[src/rtl/fp_addsub_seq_ctrl.sv]
// Sequencing controller for a floating-point add/subtract datapath: compare, align,
// add, normalise, then hold the result until the consumer takes it.
module fp_addsub_seq_ctrl #(
    parameter int unsigned MAN_WIDTH = 23,
    parameter int unsigned MAX_ALIGN = MAN_WIDTH + 2
) (
    input  logic       clk,
    input  logic       rst,
    input  logic       in_valid,
    output logic       in_ready,
    input  logic       op_sub,
    input  logic [1:0] exp_disc,
    input  logic [4:0] shift_spaces,
    input  logic       sum_carry,
    input  logic       sum_msb,
    input  logic       sum_zero,
    output logic       ld_operands,
    output logic       swap,
    output logic       align_shift,
    output logic       add_en,
    output logic       sub_mode,
    output logic       carry_shift,
    output logic       norm_shift,
    output logic       out_valid,
    input  logic       out_ready,
    output logic       zero_res,
    output logic       busy
);

    localparam int unsigned AlignW = $clog2(MAX_ALIGN + 2);
    localparam int unsigned NormW  = $clog2(MAN_WIDTH + 2);
    localparam logic [AlignW-1:0] AlignMax = AlignW'(MAX_ALIGN);
    localparam logic [AlignW-1:0] AlignOne = AlignW'(1);
    localparam logic [NormW-1:0]  NormMax  = NormW'(MAN_WIDTH);
    localparam logic [NormW-1:0]  NormOne  = NormW'(1);

    typedef enum logic [2:0] {
        StIdle,
        StCmp,
        StAlign,
        StAdd,
        StNorm,
        StDone
    } state_e;

    state_e state_q, state_d;

    logic              op_sub_r, op_sub_d;
    logic              swap_r, swap_d;
    logic [AlignW-1:0] align_cnt, align_cnt_d;
    logic [NormW-1:0]  norm_cnt, norm_cnt_d;
    logic              zero_res_r, zero_res_d;
    logic [AlignW-1:0] align_init;
    logic              accept;
    logic              norm_more;

    // in_ready is masked by rst so nothing can be accepted while reset is held
    assign in_ready    = (state_q == StIdle) & ~rst;
    assign accept      = in_valid & in_ready;
    assign ld_operands = accept;
    assign norm_more   = ~sum_msb & (norm_cnt < NormMax);

    // Differences beyond MAX_ALIGN flush the smaller operand; further shifts are wasted
    always_comb begin
        if (32'(shift_spaces) > MAX_ALIGN) begin
            align_init = AlignMax;
        end else begin
            align_init = AlignW'(shift_spaces);
        end
    end

    always_ff @(posedge clk or posedge rst) begin
        if (rst) begin
            state_q    <= StIdle;
            op_sub_r   <= 1'b0;
            swap_r     <= 1'b0;
            align_cnt  <= '0;
            norm_cnt   <= '0;
            zero_res_r <= 1'b0;
        end else begin
            state_q    <= state_d;
            op_sub_r   <= op_sub_d;
            swap_r     <= swap_d;
            align_cnt  <= align_cnt_d;
            norm_cnt   <= norm_cnt_d;
            zero_res_r <= zero_res_d;
        end
    end

    always_comb begin
        state_d     = state_q;
        op_sub_d    = op_sub_r;
        swap_d      = swap_r;
        align_cnt_d = align_cnt;
        norm_cnt_d  = norm_cnt;
        zero_res_d  = zero_res_r;
        case (state_q)
            StIdle: begin
                if (accept) begin
                    op_sub_d   = op_sub;
                    zero_res_d = 1'b0;
                    state_d    = StCmp;
                end
            end
            StCmp: begin
                // Illegal code 01 falls through as "equal": no swap
                swap_d      = (exp_disc == 2'b00);
                align_cnt_d = align_init;
                state_d     = (align_init != '0) ? StAlign : StAdd;
            end
            StAlign: begin
                align_cnt_d = align_cnt - AlignOne;
                if (align_cnt == AlignOne) begin
                    state_d = StAdd;
                end
            end
            StAdd: begin
                norm_cnt_d = '0;
                state_d    = StNorm;
            end
            StNorm: begin
                if (sum_zero) begin
                    zero_res_d = 1'b1;
                    state_d    = StDone;
                end else if (sum_carry) begin
                    state_d = StDone;
                end else if (norm_more) begin
                    norm_cnt_d = norm_cnt + NormOne;
                end else begin
                    state_d = StDone;
                end
            end
            StDone: begin
                if (out_ready) begin
                    state_d = StIdle;
                end
            end
            default: state_d = StIdle;
        endcase
    end

    always_comb begin
        align_shift = 1'b0;
        add_en      = 1'b0;
        sub_mode    = 1'b0;
        carry_shift = 1'b0;
        norm_shift  = 1'b0;
        out_valid   = 1'b0;
        swap        = 1'b0;
        case (state_q)
            StAlign: begin
                align_shift = 1'b1;
                swap        = swap_r;
            end
            StAdd: begin
                add_en   = 1'b1;
                sub_mode = op_sub_r;
                swap     = swap_r;
            end
            StNorm: begin
                carry_shift = ~sum_zero & sum_carry;
                norm_shift  = ~sum_zero & ~sum_carry & norm_more;
                swap        = swap_r;
            end
            StDone: begin
                out_valid = 1'b1;
                swap      = swap_r;
            end
            default: ;
        endcase
    end

    assign busy     = (state_q != StIdle);
    assign zero_res = zero_res_r;

endmodule

[config.mk]
export PLATFORM = sky130hd
export DESIGN_NAME = fp_addsub_seq_ctrl
export DESIGN_NICKNAME = d
export VERILOG_FILES = /design/src/rtl/fp_addsub_seq_ctrl.sv
export SDC_FILE = /design/constraint.sdc
export NUM_CORES = 1
export LEC_CHECK = 0
export BUFFER_PORTS_ARGS = -buffer_cell sky130_fd_sc_hd__buf_4
export CORE_UTILIZATION = 46
export DETAILED_ROUTE_END_ITERATION = 8
export GPL_ROUTABILITY_DRIVEN = 0
export PLACE_DENSITY_LB_ADDON = 0.2
export SYNTH_ARGS = -nofsm -noshare
export SYNTH_HDL_FRONTEND = slang
export SYNTH_SLANG_ARGS = --single-unit
[constraint.sdc]
create_clock -name clk -period 1.8 [get_ports clk]
set_clock_uncertainty 0.2 [all_clocks]
set_input_delay 0 -clock clk [delete_from_list [all_inputs] [get_ports clk]]
set_output_delay 0 -clock clk [all_outputs]
set_load 0.01 [all_outputs]
==> qor.csv, run 1 <==
metric;value;unit
drtIter0Drc;20;
synth_area_leaders;dfrtp_1 41%, nand2_1 5.8%, ha_1 3.9%;
vias;900;
io_buffers;25;
ant_nets;0;
wl_per_cell;12.6;um
yosysTopAreaCell;dfrtp_1;
synthesis.area;972;sq um
hold_viol_final;0;
grt_pass1_vias;804;
cts_made_buffers;3;
status;completed;
combPwrFrac;52.6;%
synthCells;102;
setup_viol;0;
final_area;1390;sq um
cp_max_fo;5;
grt_pass1_wl;3400;um
end_kind;output port;
holdPathStages;5;
synth_warnings;0;
vdd_drop_max;1.10;mV
leakage;0.000662;uW
synth_fp_nets;120;
crit_arrival;1550;ps
cell_internal_pwr;1230;uW
placed_cell_area;1210;sq um
clk_pin_slew;90;ps
swShare;39.3;%
routed_wl;2180;um
post_cts_buffers;0;
ff2ff_path_depth;3;
hold_path_startpoint;sum_msb;
cpPeakStageDelay;460;ps
clk_path_buf_depth;2;
worstSetupPathType;reg -> out;
r2r_start;state_q[0]$_DFFE_PP0P_;
die_x;48.0;um
synth_seq_cells;16;
power.switching;800;uW
cts_tree;built;
async_flop_share;100;%
max-slew-margin-rel;75.7;%
syn2layout_area_growth;43.1;%
vias_per_cell;5.20;
cpMaxStageDelayCell;dfrtp_2;
grt_max_degree;11;
cap_viol_max_count;0;
drcViolationCount;0;
min_to;norm_cnt[3]$_DFFE_PP0P_;
die_h;48.0;um
grt_antenna_before_repair;0;
finish.utilization;70.2;%
tightest_slew;359;ps
num-nets-final;165;
timing.final.crit_share;97.2;%
synth.top_cell.area_share;41.2;%
rows;16;
max_freq;571;MHz
dp_hpwl;1600;um
sequentialPowerShare;35.7;%
slew_violations;0;
cts_root_buffer;clkbuf_4;
pin_count;26;
r2r-end;op_sub_r$_DFFE_PP0P_;
start_util;49.1;%
core_area;1980;sq um
synth_edf_count;0;
avgSynthCellArea;9.53;sq um
power_frac_clock;11.7;%
clock-sinks;16;
path_cells;or3_4, nand3b_1, inv_1, buf_4;
num_antenna_cells;0;
rsz0062_at_grt;yes;
grt_overflow;0;
yosys.cell_types.count;40;
worstPathBufferInverterCount;2;
clkLatencyLatePin;290;ps
hold_path.class;in -> reg;
rrSetupSlack;90;ps
first_pass_iters;4;
post-route-min-period;1750;ps
powerDensity;1460;nW/um^2
ctsHtreeMaxLevel;1;
ys.flop_type;dfrtp_1;
grt_use_total;22.1;%
die-area;2300;sq um
start_kind;flip-flop;
cp.required;1600;ps
post_route_cells_drive_above_1_share;32.9;%
yosysSeqAreaShare;41.2;%
path_delay_family;simple AND/OR/NAND/NOR gates;
==> final cells by class <==
type                            instances  area, sq um
Multi-Input combinational cell         75          532
Tap cell                               27         33.8
Timing Repair Buffer                   44          360
Sequential cell                        16          403
Inverter                                7         26.3
Fill cell                             145          591
Clock buffer                            4         36.3
==> cell families (layout without fill, tap and decap cells) <==
logic type	Yosys count	in the layout	synth area share, %
and+or+nand+nor	46	46	27.5
buffers and inverters	11	55	6.18
AOI/OAI and AO/OA	20	20	14.9
adders and majority gates	3	3	3.86
muxes	5	5	5.41
DFF	16	16	41.2
xor gates and xnor gates	1	1	0.901
==> worst max-delay path by stage <==
stage	cells after the start	slack, ps	from	endpoint
final	4	50	state_q[0]$_DFFE_PP0P_	ld_operands
after global placement	4	50	state_q[0]$_DFFE_PP0P_	norm_cnt[1]$_DFFE_PP0P_
after CTS	3	5	state_q[0]$_DFFE_PP0P_	norm_shift
after floorplan	4	30	state_q[1]$_DFFE_PP0P_	op_sub_r$_DFFE_PP0P_
after detailed placement	4	20	state_q[0]$_DFFE_PP0P_	norm_cnt[1]$_DFFE_PP0P_
after global routing	4	-10	state_q[0]$_DFFE_PP0P_	ld_operands
==> cell usage after synthesis (all sizes together), types with 3 or more instances <==
library cell / instances
buf: 4
ha: 3
inv: 7
mux2i: 3
a21oi: 4
dfrtp: 16
nand2: 16
nor2: 9
==> tightest hold or removal path, delay by kind of cell <==
| kind | cells | cell delay [ps] |
|---|---|---|
| buffers and inverters | 1 | 70 |
| muxes | 1 | 70 |
| and+or+nand+nor | 3 | 340 |
==> cells in the final DEF (no fill, tap or decap), drive strengths merged, types with 3 or more instances in the layout <==
master	netlist	routed
ha	3	3
a21oi	4	4
nor2	9	9
nand2	16	16
clkbuf	0	4
dfrtp	16	16
buf	4	32
mux2i	3	3
inv	7	7
dlygate4sd3	0	12
==> power by group through the flow <==
| stage | Combinational (uW) | Sequential [uW] | Clock (uW) |
|---|---|---|---|
| after floorplan | 718 | 660 | 0 |
| after global placement | 980 | 714 | 0 |
| after detailed placement | 1010 | 723 | 0 |
| after CTS | 1030 | 715 | 244 |
| after global routing | 1200 | 752 | 261 |
| final | 1070 | 725 | 239 |
==> registers in the layout, summed over array words and instances (netlist names) <==
name       cells
align_cnt      5
op_sub_r       1
state_q        3
swap_r         1
norm_cnt       5
zero_res       1
==> per-stage QoR <==
stage	TNS, ps	instances	worst slack (ps)	power, uW	hold slack [ps]
3_3_place_gp	0	157	54.7	1690	-201
3_5_place_dp	0	157	24.0	1730	-195
6_report	0	173	49.9	2030	31.8
2_1_floorplan	0	102	25.9	1380	-270
4_1_cts	0	173	5.12	1990	46.9
5_1_grt	-13.4	173	-12.7	2210	68.4
==> repair_timing <==
| action | 4_1_cts | 5_1_grt |
|---|---|---|
| setup endpoints to repair | 3 | 10 |
| resized for setup | 2 | 7 |
| endpoints found under the hold margin | 26 | 0 |
| hold buffers | 12 | 0 |
| pin swaps | 0 | 1 |
==> per-layer routing <==
layer / track usage, % / vias up / part of all wire [%]
met5: 0 / - / 0
li1: - / 450 / -
met2: 34.9 / 25 / 47
met1: 29.2 / 421 / 48
met4: 7.22 / 0 / 1.6
met3: 6.04 / 4 / 3.8
No activity file was read; power rests on OpenSTA's default activity.
==> inputs of run 2 (changes only) <==
--- a/config.mk
+++ b/config.mk
@@ -9,7 +9,7 @@
 export CORE_UTILIZATION = 46
 export DETAILED_ROUTE_END_ITERATION = 8
 export GPL_ROUTABILITY_DRIVEN = 0
-export PLACE_DENSITY_LB_ADDON = 0.2
+export PLACE_DENSITY = 0.74
 export SYNTH_ARGS = -nofsm -noshare
 export SYNTH_HDL_FRONTEND = slang
 export SYNTH_SLANG_ARGS = --single-unit
==> run 2 against run 1 <==
Net effect: the run now ends with hold timing left; global-route usage decreased by 0.17 points; register-to-register slack got worse by 30 ps; non-clock buffer count increased by 6; maximum frequency decreased by 0.72%; critical path type unchanged; critical endpoint unchanged.
==> qor.csv, run 2 (synthesis gave the netlist of run 1 again) <==
metric;value;unit
grt_antenna_before_repair;0;
start_kind;flip-flop;
clk_path_buf_depth;2;
post_route_cells_drive_above_1_share;34.2;%
drcViolationCount;0;
fill_cells;150;
crit_arrival;1560;ps
vias_per_cell;5.16;
timing.final.crit_share;97.9;%
rrSetupSlack;60;ps
tightest_slew;324;ps
slew_violations;0;
endpoint;ld_operands;
worstSetupPathType;reg -> out;
vdd_drop_max;0.842;mV
finish.utilization;72.7;%
leakage;0.000693;uW
cp_max_fo;6;
start_util;49.1;%
r2r-end;align_cnt[4]$_DFFE_PP0P_;
core_area;1980;sq um
powerDensity;1470;nW/um^2
crit_path_start;state_q[1]$_DFFE_PP0P_;
status;complete, but fails checks;
ctsHtreeMaxLevel;1;
top_regs;align_cnt: 5 flops, norm_cnt: 5 flops, state_q: 3 flops;
violations;hold timing;
clock-sinks;16;
clkLatencyLatePin;290;ps
cts_tree;built;
setup_viol;0;
cap_viol_max_count;0;
cts_root_buffer;clkbuf_4;
end_kind;output port;
cp.required;1600;ps
grt_pass1_wl;3390;um
final_cells;179;
clk_pin_slew;100;ps
final_common_cell;buf_4;
grt_overflow;0;
pin_count;26;
drtIter0Drc;26;
grt_max_degree;12;
hold_path.class;in -> async;
max_freq;567;MHz
routed_wl;2450;um
vias;924;
io_buffers;25;
die_h;48.0;um
num_antenna_cells;0;
wl_per_cell;13.7;um
r2r_start;state_q[1]$_DFFE_PP0P_;
die_x;48.0;um
num-nets-final;171;
holdWs;-2.45;ps
die-area;2300;sq um
layout_common_cells;36 x buf_4, 15 x nand2_1, 14 x dfrtp_1, 12 x dlygate4sd3_1, 8 x nor2_1;
dp.cells;161;
cts_made_buffers;3;
ff2ff_path_depth;5;
first_pass_iters;4;
ant_nets;0;
post-route-min-period;1760;ps
grt_use_total;21.9;%
rows;16;
hold_viol_final;2;
dp_hpwl;1620;um
grt_pass1_vias;792;
rsz0062_at_grt;yes;
syn2layout_area_growth;48.1;%
max-slew-margin-rel;78.1;%
-- run 2: timing repair --
item	4_1_cts	5_1_grt
gates resized for setup	3	8
pin swaps	1	6
hold buffers	12	0
endpoints found under the hold margin	26	0
setup endpoints to repair	1	11
buffers inserted	1	1
-- run 2: critical path, cell delays in order, from the launching register on --
cell and delay [ps]:
dfrtp_2 470, or3_1 370, nand3b_1 230, inv_1 100, buf_6 100
-- run 2: worst min-delay path by stage --
stage / from / to / slack, ps
finish: rst / align_cnt[0]$_DFFE_PP0P_ / -2
CTS: rst / align_cnt[0]$_DFFE_PP0P_ / 2
detailed placement: rst / align_cnt[0]$_DFFE_PP0P_ / -240
global placement: rst / align_cnt[0]$_DFFE_PP0P_ / -250
floorplan: rst / align_cnt[0]$_DFFE_PP0P_ / -270
global route: rst / zero_res$_DFFE_PP0P_ / 30
-- run 2: per-layer routing --
layer / track usage, % / share of wire [%] / up-vias
met5: 0 / 0 / -
met1: 31.3 / 46 / 434
li1: - / - / 464
met3: 3.77 / 2.4 / 2
met4: 8.89 / 0.57 / 0
met2: 32.7 / 51 / 24
-- run 2: cell type report --
| type | count | area (sq um) | share of cell area, % |
|---|---|---|---|
| Sequential cell | 16 | 403 | 28.0 |
| Clock buffer | 4 | 36.3 | 2.52 |
| Timing Repair Buffer | 50 | 413 | 28.7 |
| Inverter | 7 | 26.3 | 1.82 |
| Multi-Input combinational cell | 75 | 528 | 36.7 |
| Tap cell | 27 | 33.8 | 2.35 |
-- run 2: power breakdown --
group	total, uW	internal (uW)	switching, uW
clock	245	123	122
combinational	1150	615	533
sequential	728	537	191
total	2120	1280	846
-- run 2: per-stage QoR --
stage	hold WS (ps)	cell area, sq um	setup TNS [ps]	power, uW	worst slack (ps)
global route	26.8	1440	-38.9	2290	-37.2
CTS	1.79	1410	0	2050	25.6
floorplan	-270	972	0	1380	25.9
global placement	-250	1240	0	1760	75.8
detailed placement	-241	1240	0	1780	31.8
finish	-2.45	1440	0	2120	37.1
==> inputs of run 3 (changes only) <==
==> config.mk (replaced) <==
export PLATFORM = sky130hd
export DESIGN_NAME = fp_addsub_seq_ctrl
export DESIGN_NICKNAME = d
export VERILOG_FILES = /design/src/rtl/fp_addsub_seq_ctrl.sv
export SDC_FILE = /design/constraint.sdc
export NUM_CORES = 1
export LEC_CHECK = 0
export CORE_UTILIZATION = 54
export DETAILED_ROUTE_END_ITERATION = 8
export DONT_BUFFER_PORTS = 1
export GPL_ROUTABILITY_DRIVEN = 0
export PLACE_DENSITY = 0.72
export SYNTH_ARGS = -nofsm -noshare
export SYNTH_HDL_FRONTEND = slang
export SYNTH_SLANG_ARGS = --single-unit
==> run 3 against run 2 <==
Net effect: the run now ends clean; final area down 11%; worst setup slack worse by 24 ps; sequential share of layout area up 3.5 points; critical endpoint is now align_cnt[4]$_DFFE_PP0P_; largest power group unchanged; highest routed layer unchanged.
==> qor.csv, run 3 (synthesis gave the netlist of run 1 again) <==
metric;value;unit
status;completed;
first_pass_iters;4;
wl_per_cell;16.1;um
clkLatencyLatePin;280;ps
crit_arrival;1810;ps
tightest_slew;299;ps
top_regs;align_cnt: 5 flops, norm_cnt: 5 flops, state_q: 3 flops;
slew_violations;0;
vias;894;
num_antenna_cells;0;
clk_path_buf_depth;2;
leakage;0.000586;uW
hold_viol_final;0;
syn2layout_area_growth;31.5;%
die_x;44.4;um
grt_max_degree;17;
hold_path.class;in -> async;
powerDensity;1590;nW/um^2
core_area;1590;sq um
vdd_drop_max;1.18;mV
max-slew-margin-rel;79.9;%
max_freq;560;MHz
clock-sinks;16;
cp_max_fo;6;
fill_cells;101;
grt_use_total;28.2;%
cap_viol_max_count;0;
num-nets-final;150;
rsz0062_at_grt;yes;
grt_pass1_vias;899;
end_kind;flip-flop;
grt_overflow;0;
worstSetupPathType;reg -> reg;
io_buffers;0;
grt_antenna_before_repair;0;
start_kind;flip-flop;
pin_count;26;
clk_pin_slew;100;ps
routed_wl;2500;um
rows;14;
drcViolationCount;0;
ant_nets;0;
cts_root_buffer;clkbuf_4;
dp.cells;133;
post-route-min-period;1790;ps
post_route_cells_drive_above_1_share;22.9;%
setup_viol;0;
final_cells;155;
layout_common_cells;15 x nand2_1, 14 x dfrtp_1, 14 x dlygate4sd3_1, 13 x buf_4, 8 x nor2_1;
die_h;44.4;um
cts_tree;built;
vias_per_cell;5.77;
ctsHtreeMaxLevel;1;
cts_made_buffers;3;
grt_pass1_wl;4000;um
die-area;1970;sq um
cp.required;1820;ps
final_common_cell;nand2_1;
start_util;61.0;%
timing.final.crit_share;99.3;%
drtIter0Drc;44;
dp_hpwl;1580;um
p_total;2030;uW
## run 3: cell types whose count changed in the layout (fill, tap and decap cells not counted), sizes merged
cell	previous run	this run
dlygate4sd3	12	14
buf	38	15
## run 3: final timing paths
kind | start | to | slack (ps) | cells after the start
worst max-delay path | state_q[2]$_DFFE_PP0P_ | align_cnt[4]$_DFFE_PP0P_ | 10 | 5
worst min-delay path | rst | align_cnt[0]$_DFFE_PP0P_ | 30 | 3
worst max register to register | state_q[2]$_DFFE_PP0P_ | align_cnt[4]$_DFFE_PP0P_ | 10 | 5
worst min register to register | op_sub_r$_DFFE_PP0P_ | op_sub_r$_DFFE_PP0P_ | 300 | 1
max in group asynchronous | rst | state_q[2]$_DFFE_PP0P_ | 1180 | 3
min in group clk | exp_disc[0] | swap_r$_DFFE_PP0P_ | 140 | 2
## run 3: area by class of cell
| cell class | count | area, sq um | area share (%) |
|---|---|---|---|
| Multi-Input combinational cell | 75 | 523 | 40.9 |
| Timing Repair Buffer | 29 | 260 | 20.4 |
| Tap cell | 24 | 30.0 | 2.35 |
| Inverter | 7 | 26.3 | 2.05 |
| Sequential cell | 16 | 403 | 31.5 |
| Clock buffer | 4 | 36.3 | 2.84 |
## run 3: per-stage QoR
step | util (%) | setup WS [ps] | instance area [sq um] | hold slack (ps) | TNS [ps]
global placement | 65.9 | 10.0 | 1050 | -242 | 0
CTS | 77.3 | 16.9 | 1230 | 26.8 | 0
floorplan | - | 25.9 | 972 | -270 | 0
global route | 80.2 | -32.4 | 1280 | 71.6 | -46.6
finish | 80.2 | 13.5 | 1280 | 30.8 | 0
detailed placement | 65.9 | -37.8 | 1050 | -230 | -37.8
## run 3: per-layer routing
layer  global-route usage, %  wire length [um]
met1                    33.2              1030
met5                       0                 0
met2                    49.7              1200
met3                    5.31               186
met4                    12.1                78
## run 3: timing repair
item	4_1_cts	5_1_grt
pin swaps	0	4
setup buffers	0	4
endpoints found under the hold margin	32	0
hold buffers	14	0
setup endpoints to repair	4	10
resized for setup	3	6
## run 3: worst max-delay path, stage by stage, from the launching register on
cell,delay (ps)
dfrtp_2,460
buf_6,130
nor3b_4,290
nand2_2,110
or4_4,430
nand3_1,100
## run 3: power breakdown
part           total [uW]  leakage (uW)  internal (uW)  switching, uW
Clock                 238     0.0000210            123            115
Combinational        1050      0.000373            526            524
Sequential            745      0.000192            537            207
Total                2030      0.000586           1190            847
